## config.mk

```make
export PLATFORM = sky130hd
export DESIGN_NAME = delay_line_prog
export DESIGN_NICKNAME = d
export VERILOG_FILES = /design/src/rtl/qrd_delay_pkg.sv /design/src/rtl/dly_tap_sreg.sv /design/src/rtl/delay_line_prog.sv
export SDC_FILE = /design/constraint.sdc
export NUM_CORES = 1
export LEC_CHECK = 0
export ABC_AREA = 1
export BUFFER_PORTS_ARGS = -buffer_cell sky130_fd_sc_hd__clkbuf_2
export CAP_MARGIN = 5
export CORE_UTILIZATION = 45
export DETAILED_ROUTE_END_ITERATION = 10
export PLACE_DENSITY_LB_ADDON = 0.1
export SLEW_MARGIN = 10
export SYNTH_ARGS = -nofsm -noshare
export SYNTH_HDL_FRONTEND = slang
export SYNTH_SLANG_ARGS = --single-unit
```

## constraint.sdc

```tcl
create_clock -name clk -period 2.1 [get_ports clk]
set_input_delay 0.21 -clock clk [delete_from_list [all_inputs] [get_ports clk]]
set_output_delay 0.21 -clock clk [all_outputs]
set_load 0.005 [all_outputs]
```

## src/rtl/qrd_delay_pkg.sv

```systemverilog
// Shared constants and helpers for the programmable delay line.
// Width derivation and latency clamping live here so every user agrees.
package qrd_delay_pkg;

  localparam int DATA_LENGTH_D   = 8;
  localparam int CHANNELS_D      = 4;
  localparam int MAX_DELAY_D     = 32;
  localparam int DEFAULT_DELAY_D = 19;

  // Bits needed to hold 0..max inclusive.
  function automatic int dly_w_f(input int max);
    int w;
    w = 1;
    while ((1 << w) < (max + 1)) w++;
    return w;
  endfunction

  // Legal latency is 1..max; out-of-range requests saturate.
  function automatic int dly_clamp(input int sel, input int max);
    if (sel < 1)   return 1;
    if (sel > max) return max;
    return sel;
  endfunction

endpackage

```

## src/rtl/dly_tap_sreg.sv

```systemverilog
// Enable shift register with async reset, synchronous clear
// and a tap mux driven by a registered select from the parent.
module dly_tap_sreg
  import qrd_delay_pkg::*;
#(
  parameter int W     = 8,
  parameter int DEPTH = 32,
  parameter int SEL_W = (DEPTH > 1) ? $clog2(DEPTH) : 1
) (
  input  logic             clk,
  input  logic             rst_n,
  input  logic             en_i,
  input  logic             clr_i,
  input  logic [W-1:0]     d_i,
  input  logic [SEL_W-1:0] sel_i,
  output logic [W-1:0]     q_o
);

  logic [W-1:0] q_q [DEPTH];

  // Clear wins over shift; otherwise advance one stage per enabled edge.
  always_ff @(posedge clk or negedge rst_n) begin
    if (!rst_n) begin
      for (int k = 0; k < DEPTH; k++) q_q[k] <= '0;
    end else if (clr_i) begin
      for (int k = 0; k < DEPTH; k++) q_q[k] <= '0;
    end else if (en_i) begin
      q_q[0] <= d_i;
      for (int k = 1; k < DEPTH; k++) q_q[k] <= q_q[k-1];
    end
  end

  assign q_o = q_q[sel_i];

endmodule

```

## src/rtl/delay_line_prog.sv

```systemverilog
// Multi-lane programmable delay line: all lanes share one latency,
// valid tags flush on demand, and a settle counter flags refill.
module delay_line_prog
  import qrd_delay_pkg::*;
#(
  parameter int DATA_LENGTH   = DATA_LENGTH_D,
  parameter int CHANNELS      = CHANNELS_D,
  parameter int MAX_DELAY     = MAX_DELAY_D,
  parameter int DEFAULT_DELAY = DEFAULT_DELAY_D,
  parameter int DLY_W         = dly_w_f(MAX_DELAY)
) (
  input  logic                            clk,
  input  logic                            rst_n,
  input  logic                            en,
  input  logic                            flush,
  input  logic                            dly_load,
  input  logic [DLY_W-1:0]                dly_sel,
  input  logic [CHANNELS*DATA_LENGTH-1:0] din,
  input  logic                            din_valid,
  output logic [CHANNELS*DATA_LENGTH-1:0] dout,
  output logic                            dout_valid,
  output logic [DLY_W-1:0]                dly_cur,
  output logic                            busy
);

  localparam int DW    = CHANNELS * DATA_LENGTH;
  localparam int TAP_W = (MAX_DELAY > 1) ? $clog2(MAX_DELAY) : 1;

  logic [DLY_W-1:0] dly_q, dly_d;
  logic [DLY_W-1:0] cnt_q, cnt_d;
  logic [TAP_W-1:0] tap_q, tap_d;
  logic [DLY_W-1:0] sel_clamp;
  logic             vclr;
  logic [0:0]       vq;

  assign sel_clamp = DLY_W'(dly_clamp(int'(dly_sel), MAX_DELAY));

  // A load implies a flush so stale samples never leave at the new tap.
  assign vclr = flush | dly_load;

  // Next latency, tap index and settle count.
  always_comb begin
    dly_d = dly_q;
    tap_d = tap_q;
    cnt_d = cnt_q;
    if (dly_load) begin
      dly_d = sel_clamp;
      tap_d = TAP_W'(sel_clamp - DLY_W'(1));
      cnt_d = sel_clamp;
    end else if (en && (cnt_q != '0)) begin
      cnt_d = cnt_q - DLY_W'(1);
    end
  end

  // Latency control state; tap index kept pre-decoded for the muxes.
  always_ff @(posedge clk or negedge rst_n) begin
    if (!rst_n) begin
      dly_q <= DLY_W'(DEFAULT_DELAY);
      tap_q <= TAP_W'(DEFAULT_DELAY - 1);
      cnt_q <= '0;
    end else begin
      dly_q <= dly_d;
      tap_q <= tap_d;
      cnt_q <= cnt_d;
    end
  end

  dly_tap_sreg #(
    .W     (DW),
    .DEPTH (MAX_DELAY),
    .SEL_W (TAP_W)
  ) u_data (
    .clk   (clk),
    .rst_n (rst_n),
    .en_i  (en),
    .clr_i (1'b0),
    .d_i   (din),
    .sel_i (tap_q),
    .q_o   (dout)
  );

  dly_tap_sreg #(
    .W     (1),
    .DEPTH (MAX_DELAY),
    .SEL_W (TAP_W)
  ) u_valid (
    .clk   (clk),
    .rst_n (rst_n),
    .en_i  (en),
    .clr_i (vclr),
    .d_i   (din_valid),
    .sel_i (tap_q),
    .q_o   (vq)
  );

  assign dout_valid = vq[0];
  assign dly_cur    = dly_q;
  assign busy       = (cnt_q != '0);

endmodule

```

; Yosys cells after proc, flatten, opt, wreduce, memory -nomap -nowiden
; Index checks and enable logic that the tools add are counted.
[word_totals]
register_bits = 1073
in_bits = 44
elab_cells = 95
out_inout_bits = 40
[classes]
muxes = 17
add_sub_neg = 2
reduce_logical = 4
magnitude_cmp = 3
n_bitwise = 2
[ops]
columns = operator, count
row1 = binary-select mux 32 bit (select 5 bit), 1
row2 = 2-to-1 mux 32 bit, 4
row3 = 2-to-1 mux 6 bit, 5
row4 = greater-or-equal comparator 6 bit (second input constant), 1
row5 = > comparator 6 bit (second input constant), 1
row6 = less-than comparator 6 x 1 -> 1 bit (second input constant), 1
row7 = 2-to-1 mux 1 bit, 6
row8 = inverter 5 -> 6 bit, 1
row9 = nonzero test 6 bit, 1
row10 = subtractor 6 x 1 -> 6 bit (second input constant), 1
row11 = binary-select mux 1 bit (select 5 bit), 1
row12 = subtractor 5 x 1 -> 5 bit (second input constant), 1
row13 = nonzero test 2 bit, 2
row14 = logical AND 1 bit, 1
row15 = bitwise OR 1 bit, 1

; Longest topological paths before layout
; Gate-level depths: netlist of the first run.
[depth]
depth_word = 6
mapped_depth = 12
depth_no_buf = 10

; Modules after synthesis
; Synthesis of the first run repeated with hierarchy kept, for this count alone.
[unflattened]
cells_unflattened = 6101
hier_area_um2 = 53603.9
[modules_own_cells]
columns = mod, area_each_um2, instances, seq_area_each_um2, cells_each
row1 = dly_tap_sreg at u_data, 51023.9, 1, 25624.6, 5769
row2 = dly_tap_sreg at u_valid, 1589.0, 1, 800.8, 205
row3 = delay_line_prog, 991.0, 1, 431.7, 127

; Worst setup path after synthesis of the first run
; No wires, ideal clock.
[synth_timing]
path_type = register to output
start = reg tap_q[1]
end = out dout_valid
path_slack_ps = 516
required_ps = 1890
arrival_time_ps = 1374
path_stages_with_launch = 12
path_buffers = 3
path_cell_list = dfstp_2 > buf_2 > inv_2 > buf_2 > buf_4 > nand3_1 > nand3_1 > nand2_1 > nand2_1 > nand2_1 > nand2_1 > nand2_1
[synth_via]
elab_chain_cells = 4
[synth_rtl]
columns = item, line
row1 = start: declaration, delay_line_prog.sv:31  ; logic [TAP_W-1:0] tap_q, tap_d;
row2 = start signal: assignment, delay_line_prog.sv:59  ; tap_q <= TAP_W'(DEFAULT_DELAY - 1);
row3 = start signal: assignment, delay_line_prog.sv:63  ; tap_q <= tap_d;
row4 = inverter 5 -> 6 bit (implied by the code), dly_tap_sreg.sv:33  ; assign q_o = q_q[sel_i];
row5 = binary-select mux 1 bit (select 5 bit), dly_tap_sreg.sv:33
row6 = 2-to-1 mux 1 bit (implied by the code) (2 in series), dly_tap_sreg.sv:33
row7 = end: declaration, delay_line_prog.sv:21  ; output logic dout_valid,
; Every way passes these cells. The select of a mux whose other input is x is not followed.

; Worst setup path after layout of the first run
[layout_timing]
start = reg tap_q[1]
end = out dout[6]
[layout_via]
elab_chain_cells = 4
[layout_rtl]
columns = item, line
row1 = inverter 5 -> 6 bit (implied by the code), dly_tap_sreg.sv:33
row2 = binary-select mux 32 bit (select 5 bit), dly_tap_sreg.sv:33
row3 = 2-to-1 mux 32 bit (implied by the code) (2 in series), dly_tap_sreg.sv:33
row4 = end: declaration, delay_line_prog.sv:20  ; output logic [CHANNELS*DATA_LENGTH-1:0] dout,
; Every way passes these cells. The select of a mux whose other input is x is not followed.

==> results.py, run 1 <==
metrics = {
    "critical_path": {
        "critical_path.cell_chain": "buf_6 -> buf_12 -> buf_16 -> nand3_1 -> nand3_1 -> nand2_1 -> nand2_1 -> nand2_1 -> nand2_2 -> nand2_1 -> clkbuf_2",
        "critical_path.max_stage_delay_ns": 0.66,
        "crit_fanout": 31,
        "cp-start-kind": "flip-flop",
        "cp.required_ns": 1.89,
        "critPathArrivalTime_ns": 2.74,
        "critical_path_class": "flip-flop to primary output",
        "cp_common_cell": "nand2_1",
        "ff2ff_path_depth": 8,
        "critical_path.slowest_cell": "dfstp_4",
        "crit_path_end_kind": "primary output",
    },
    "place": {
        "hpwl_um": 88480,
        "io_buffers": 83,
        "globalplace.congestion": 0.8178,
        "post-place-ws_ns": -0.2511,
    },
    "synthesis": {
        "synthCells": 6507,
        "synth_top_area_share_pct": 51.81,
        "netlist_area_um2": 51590,
        "yosys-top-cells-area": "dfrtp_1, nand2_1, nand3_1, o21ai_0, a21oi_1",
        "synth.net_count": 6554,
        "syn_area_per_cell_um2": 7.928,
        "yosysTopAreaCell": "dfrtp_1",
        "synthDistinctLibCells": 28,
        "yosysWarnings": 0,
        "synth_seq_cells": 1073,
        "yosysSeqAreaShare_pct": 52.06,
    },
    "final_layout": {
        "final_cell_mix": "nand2_1, dfrtp_1, nand3_1",
        "area_growth_pct": 18.51,
        "layout_commonest_cell": "nand2_1",
        "final_layout_size_suffix_gt1_share_pct": 13.87,
        "nets": 6726,
        "utilization_pct": 54.05,
    },
    "status": {
        "failed_checks": "negative setup slack",
        "status": "finished with violations",
    },
    "clocking": {
        "clk_pin_slew_ns": 0.06,
        "cts_tree": "built",
        "cts.sinks": 1073,
        "clock_latency_ns": 0.73,
        "cts-buffers-inserted": 121,
        "clk_path_buf_depth": 3,
        "ctsHtreeMaxLevel": 3,
        "cts-root-buf": "clkbuf_16",
    },
    "sta": {
        "clock.fmax_mhz": 339.1,
        "tightest_slew_ns": 0.6641,
        "hold_ws_ns": 0.03636,
        "hold_viol_final": 0,
        "min_period_ns": 2.949,
        "rsz0062_at_grt": "true",
        "finClkSkew_ns": 0.02128,
        "fin_ws_ns": -0.8493,
        "tns_ns": -25.94,
        "period_share_pct": 140.4,
        "max-slew-margin-rel_pct": 55.58,
        "setup_violations": 33,
        "slew_violations": 0,
    },
    "floorplan": {
        "die_y_um": 340.6,
        "die_w_um": 340.6,
        "start_util_pct": 45.61,
        "core_area_um2": 113100,
        "rows": 123,
        "io_pins": 84,
        "die_area_um2": 116000,
    },
    "global_route": {
        "overflow": 0,
        "grt_start_max_net_pins": 135,
        "grtUsageTotal_pct": 24.29,
        "antenna_found_initial": 2,
        "grt_pass1_vias": 41200,
        "grt_first_pass_wirelength_um": 226100,
    },
    "routing": {
        "drc": 0,
        "routed_wl_um": 139200,
        "drtPass1Iterations": 7,
        "vias": 42050,
        "drtIter0Drc": 2870,
        "final_antenna_net_count": 0,
        "wire_per_inst_um": 16.82,
        "viasPerCell": 5.080,
    },
    "power_and_ir_drop": {
        "p_leak_nw": 29.67,
        "power_density_nw_per_um2": 986.3,
        "p_total_mw": 60.29,
        "peakVddDrop_mv": 0.7632,
    },
    "worst_hold_path": {
        "hold_class": "input port to flip-flop",
        "holdPathStages": 5,
    },
    "job": {
        "cap_violations": 0,
    },
}
==> worst paths after layout <==
| kind | from | end | slack, ns |
|---|---|---|---|
| min in group asynchronous | rst_n | u_data.q_q[448] | 0.32 |
| max in group asynchronous | rst_n | u_data.q_q[703] | 0.70 |
| max reg2reg | cnt_q[0] | cnt_q[1] | 0.53 |
| min | dly_sel[0] | dly_cur[0] | 0.04 |
| max | tap_q[1] | dout[6] | -0.85 |
| min reg2reg | dly_cur[4] | dly_cur[4] | 0.47 |
==> logic make-up (layout without fill, tap and decap cells) <==
group	after synthesis	count (layout)	share of synthesized area [%]
and+or+nand+nor	3318	3318	26.74
DFF	1073	1073	52.06
AOI/OAI and AO/OA	1063	1063	10.34
buffers and inverters	1007	1276	9.879
muxes	38	38	0.8295
xor gates and xnor gates	5	5	0.08491
adders and majority gates	3	3	0.07277
other	0	1	0
==> routing by layer <==
metal | vias to the layer above | part of all wire [%] | global-route usage, %
met5 | - | 0 | 0
met4 | 0 | 2.6 | 6.540
met3 | 202 | 4.6 | 3.777
met2 | 680 | 47 | 39.77
met1 | 20100 | 46 | 33.53
li1 | 21070 | - | -
==> where the power goes <==
part	internal, mW	switching, mW
logic	5.19	7.99
registers	23.7	2.02
clock network	12.8	8.66
==> layout make-up <==
cell class	instances	area, um2
timing repair buffer	510	6070
antenna	1	2.502
inverter	544	2081
fill	10840	51980
clock inverter	31	350.3
timing repair inverter	2	32.53
tap	1500	1877
sequential	1073	26870
multi-input combinational	4427	20130
clock buffer	189	3716
==> per-stage QoR <==
step,instances,instance area (um2)
after global placement,7953,54830
after global routing,8276,61130
final,8277,61130
after floorplan,6507,51590
after CTS,8262,60610
after detailed placement,7953,54830
==> cells in the mapped netlist <==
| master | n |
|---|---|
| nand2_1 | 1932 |
| inv_1 | 541 |
| buf_4 | 77 |
| nand3_1 | 776 |
| xor2_1 | 3 |
| nand4_1 | 2 |
| buf_1 | 2 |
| inv_12 | 1 |
| inv_2 | 2 |
| nand2_2 | 81 |
| o21a_1 | 1 |
| dfstp_2 | 5 |
| o21ai_0 | 531 |
| o21ai_1 | 1 |
| ha_1 | 3 |
| nand3_2 | 25 |
| buf_6 | 73 |
| dfrtp_1 | 1068 |
| o211ai_1 | 4 |
| nor2_2 | 1 |
| clkbuf_1 | 70 |
| nor2_1 | 501 |
| buf_12 | 9 |
| buf_8 | 3 |
| xnor2_1 | 2 |
| buf_2 | 229 |
| mux2_2 | 38 |
| a21oi_1 | 526 |
==> flip-flops by register name, summed over array words and instances (netlist names) <==
| register | flops |
|---|---|
| u_data.q_q | 1024 |
| u_valid.q_q | 32 |
| cnt_q | 6 |
| dly_cur | 6 |
| tap_q | 5 |
==> critical path, delay by kind of cell (launching register included) <==
kind	cells	cell delay [ns]
buffers and inverters	4	0.70
DFF	1	0.66
and+or+nand+nor	7	0.63
==> what timing repair did <==
action                                 4_1_cts  5_1_grt
setup endpoints to repair                   33       34
buffers inserted                            17       10
gates resized for setup                    148       79
endpoints found under the hold margin      751        0
cloned                                      17        5
hold buffers                                55        0
pin swaps                                   24       27
(Power assumes the default switching activity.)
==> run 2, diff against run 1 <==
--- a/config.mk
+++ b/config.mk
@@ -9,6 +9,7 @@
 export BUFFER_PORTS_ARGS = -buffer_cell sky130_fd_sc_hd__clkbuf_2
 export CAP_MARGIN = 5
 export CORE_UTILIZATION = 45
+export CTS_BUF_LIST = sky130_fd_sc_hd__clkbuf_4 sky130_fd_sc_hd__clkbuf_8
 export DETAILED_ROUTE_END_ITERATION = 10
 export PLACE_DENSITY_LB_ADDON = 0.1
 export SLEW_MARGIN = 10
==> results.py, run 2 (synthesis results as in run 1) <==
metrics = {
    "floorplan": {
        "die_y_um": 340.6,
        "die_w_um": 340.6,
        "rows": 123,
        "core_area_um2": 113100,
        "die_area_um2": 116000,
        "io_pins": 84,
        "start_util_pct": 45.61,
    },
    "power_and_ir_drop": {
        "peakVddDrop_mv": 0.7318,
        "p_leak_nw": 30.26,
        "power_density_nw_per_um2": 967.6,
    },
    "sta": {
        "fin_ws_ns": -1.000,
        "max-slew-margin-rel_pct": 56.32,
        "rsz0062_at_grt": "true",
        "hold_viol_final": 0,
        "min_period_ns": 3.100,
        "setup_violations": 33,
        "finClkSkew_ns": 0.04457,
        "tightest_slew_ns": 0.6530,
        "period_share_pct": 147.6,
        "slew_violations": 0,
        "clock.fmax_mhz": 322.5,
    },
    "job": {
        "cap_violations": 0,
    },
    "routing": {
        "wire_per_inst_um": 16.87,
        "vias": 42940,
        "routed_wl_um": 142500,
        "final_antenna_net_count": 0,
        "drtIter0Drc": 2821,
        "drtPass1Iterations": 5,
        "viasPerCell": 5.085,
        "drc": 0,
    },
    "worst_hold_path": {
        "hold_class": "input port to flip-flop",
    },
    "critical_path": {
        "critical_path_class": "flip-flop to primary output",
        "crit_fanout": 6,
        "crit_path_end_kind": "primary output",
        "critPathArrivalTime_ns": 2.89,
        "cp-start-kind": "flip-flop",
        "cp.required_ns": 1.89,
    },
    "final_layout": {
        "final_layout_size_suffix_gt1_share_pct": 17.19,
        "area_growth_pct": 20.65,
        "layout_commonest_cell": "nand2_1",
        "nets": 6841,
        "utilization_pct": 55.03,
        "top_regs": "u_data.q_q: 1024 flops, u_valid.q_q: 32 flops",
        "final_cell_mix": "nand2_1, dfrtp_1, nand3_1",
        "fill_cells": 10770,
        "final_area_um2": 62240,
        "largest_register_ffs": 1024,
        "largest_register": "u_data.q_q",
    },
    "status": {
        "status": "finished with violations",
        "failed_checks": "negative setup slack",
    },
    "clocking": {
        "clk_path_buf_depth": 3,
        "clock_latency_ns": 0.90,
        "clk_pin_slew_ns": 0.06,
        "ctsHtreeMaxLevel": 4,
        "cts-root-buf": "clkbuf_8",
        "cts_tree": "built",
        "cts-buffers-inserted": 188,
        "cts.sinks": 1073,
    },
    "global_route": {
        "antenna_found_initial": 4,
        "overflow": 0,
        "grtUsageTotal_pct": 24.52,
        "grt_pass1_vias": 42110,
        "grt_start_max_net_pins": 135,
        "grt_first_pass_wirelength_um": 227800,
    },
    "place": {
        "hpwl_um": 88480,
        "postPlaceCellArea_um2": 54830,
        "globalplace.congestion": 0.8178,
        "io_buffers": 83,
    },
}
-- run 2: final cells by class --
type                            count  area, um2  area share [%]
Clock inverter                     32      332.8          0.5347
Sequential cell                  1073      26870           43.17
Antenna cell                        2      5.005        0.008041
Multi-Input combinational cell   4427      20480           32.90
Tap cell                         1500       1877           3.015
Inverter                          544       2081           3.343
Timing Repair Buffer              558       6777           10.89
Clock buffer                      306       3786           6.083
Timing Repair inverter              2      32.53         0.05227
-- run 2: critical path, stage by stage, from the launching register on --
cell,delay (ns)
dfrtp_4,0.49
buf_12,0.17
buf_12,0.15
buf_12,0.14
clkbuf_16,0.18
clkbuf_16,0.17
nand2_1,0.05
nand3_1,0.10
nand3_2,0.08
nand2_1,0.05
nand2_1,0.05
nand2_1,0.06
nand2_2,0.09
nand2_4,0.08
clkbuf_2,0.11
-- run 2: repair_timing --
item,CTS,global route
endpoints found under the hold margin,1515,0
gates resized for setup,171,169
setup endpoints to repair,34,34
cloned,16,23
pin swaps,27,105
setup buffers,23,11
hold buffers,83,0
-- run 2: final timing paths --
check	from	to	slack [ns]	cells after the start
worst max register to register	cnt_q[0]	cnt_q[1]	0.59	8
worst max-delay path	tap_q[0]	dout[10]	-1.00	14
worst min-delay path	din[14]	u_data.q_q[1006]	0.09	3
max in group asynchronous	rst_n	u_data.q_q[993]	0.86	3
min in group asynchronous	rst_n	u_data.q_q[98]	0.15	3
worst min register to register	u_data.q_q[469]	u_data.q_q[437]	0.46	2
-- run 2: per-layer routing --
| layer | global-route usage [%] | share of wire, % | vias up |
|---|---|---|---|
| li1 | - | - | 21330 |
| met1 | 33.30 | 46 | 20630 |
| met2 | 39.85 | 47 | 743 |
| met3 | 3.883 | 4.2 | 236 |
| met4 | 8.492 | 2.8 | 0 |
| met5 | 0 | 0 | - |
-- run 2: power by group --
part | internal (mW) | switching (mW)
registers | 23.7 | 2.04
clock network | 12.0 | 8.92
logic | 5.45 | 8.17
total | 41.1 | 19.1
-- run 2: metrics by stage --
step | worst slack (ns) | setup TNS [ns] | hold slack (ns) | std cells | power (mW)
after global placement | -0.2378 | -5.214 | 0.1704 | 7953 | 37.98
after detailed placement | -0.2511 | -5.493 | 0.1693 | 7953 | 38.18
after global routing | -1.104 | -35.29 | 0.07728 | 8444 | 63.81
final | -1.000 | -31.21 | 0.08995 | 8444 | 60.22
after CTS | -1.075 | -34.18 | 0.00006850 | 8410 | 60.22
after floorplan | 0.5160 | 0 | -0.08559 | 6507 | 33.27
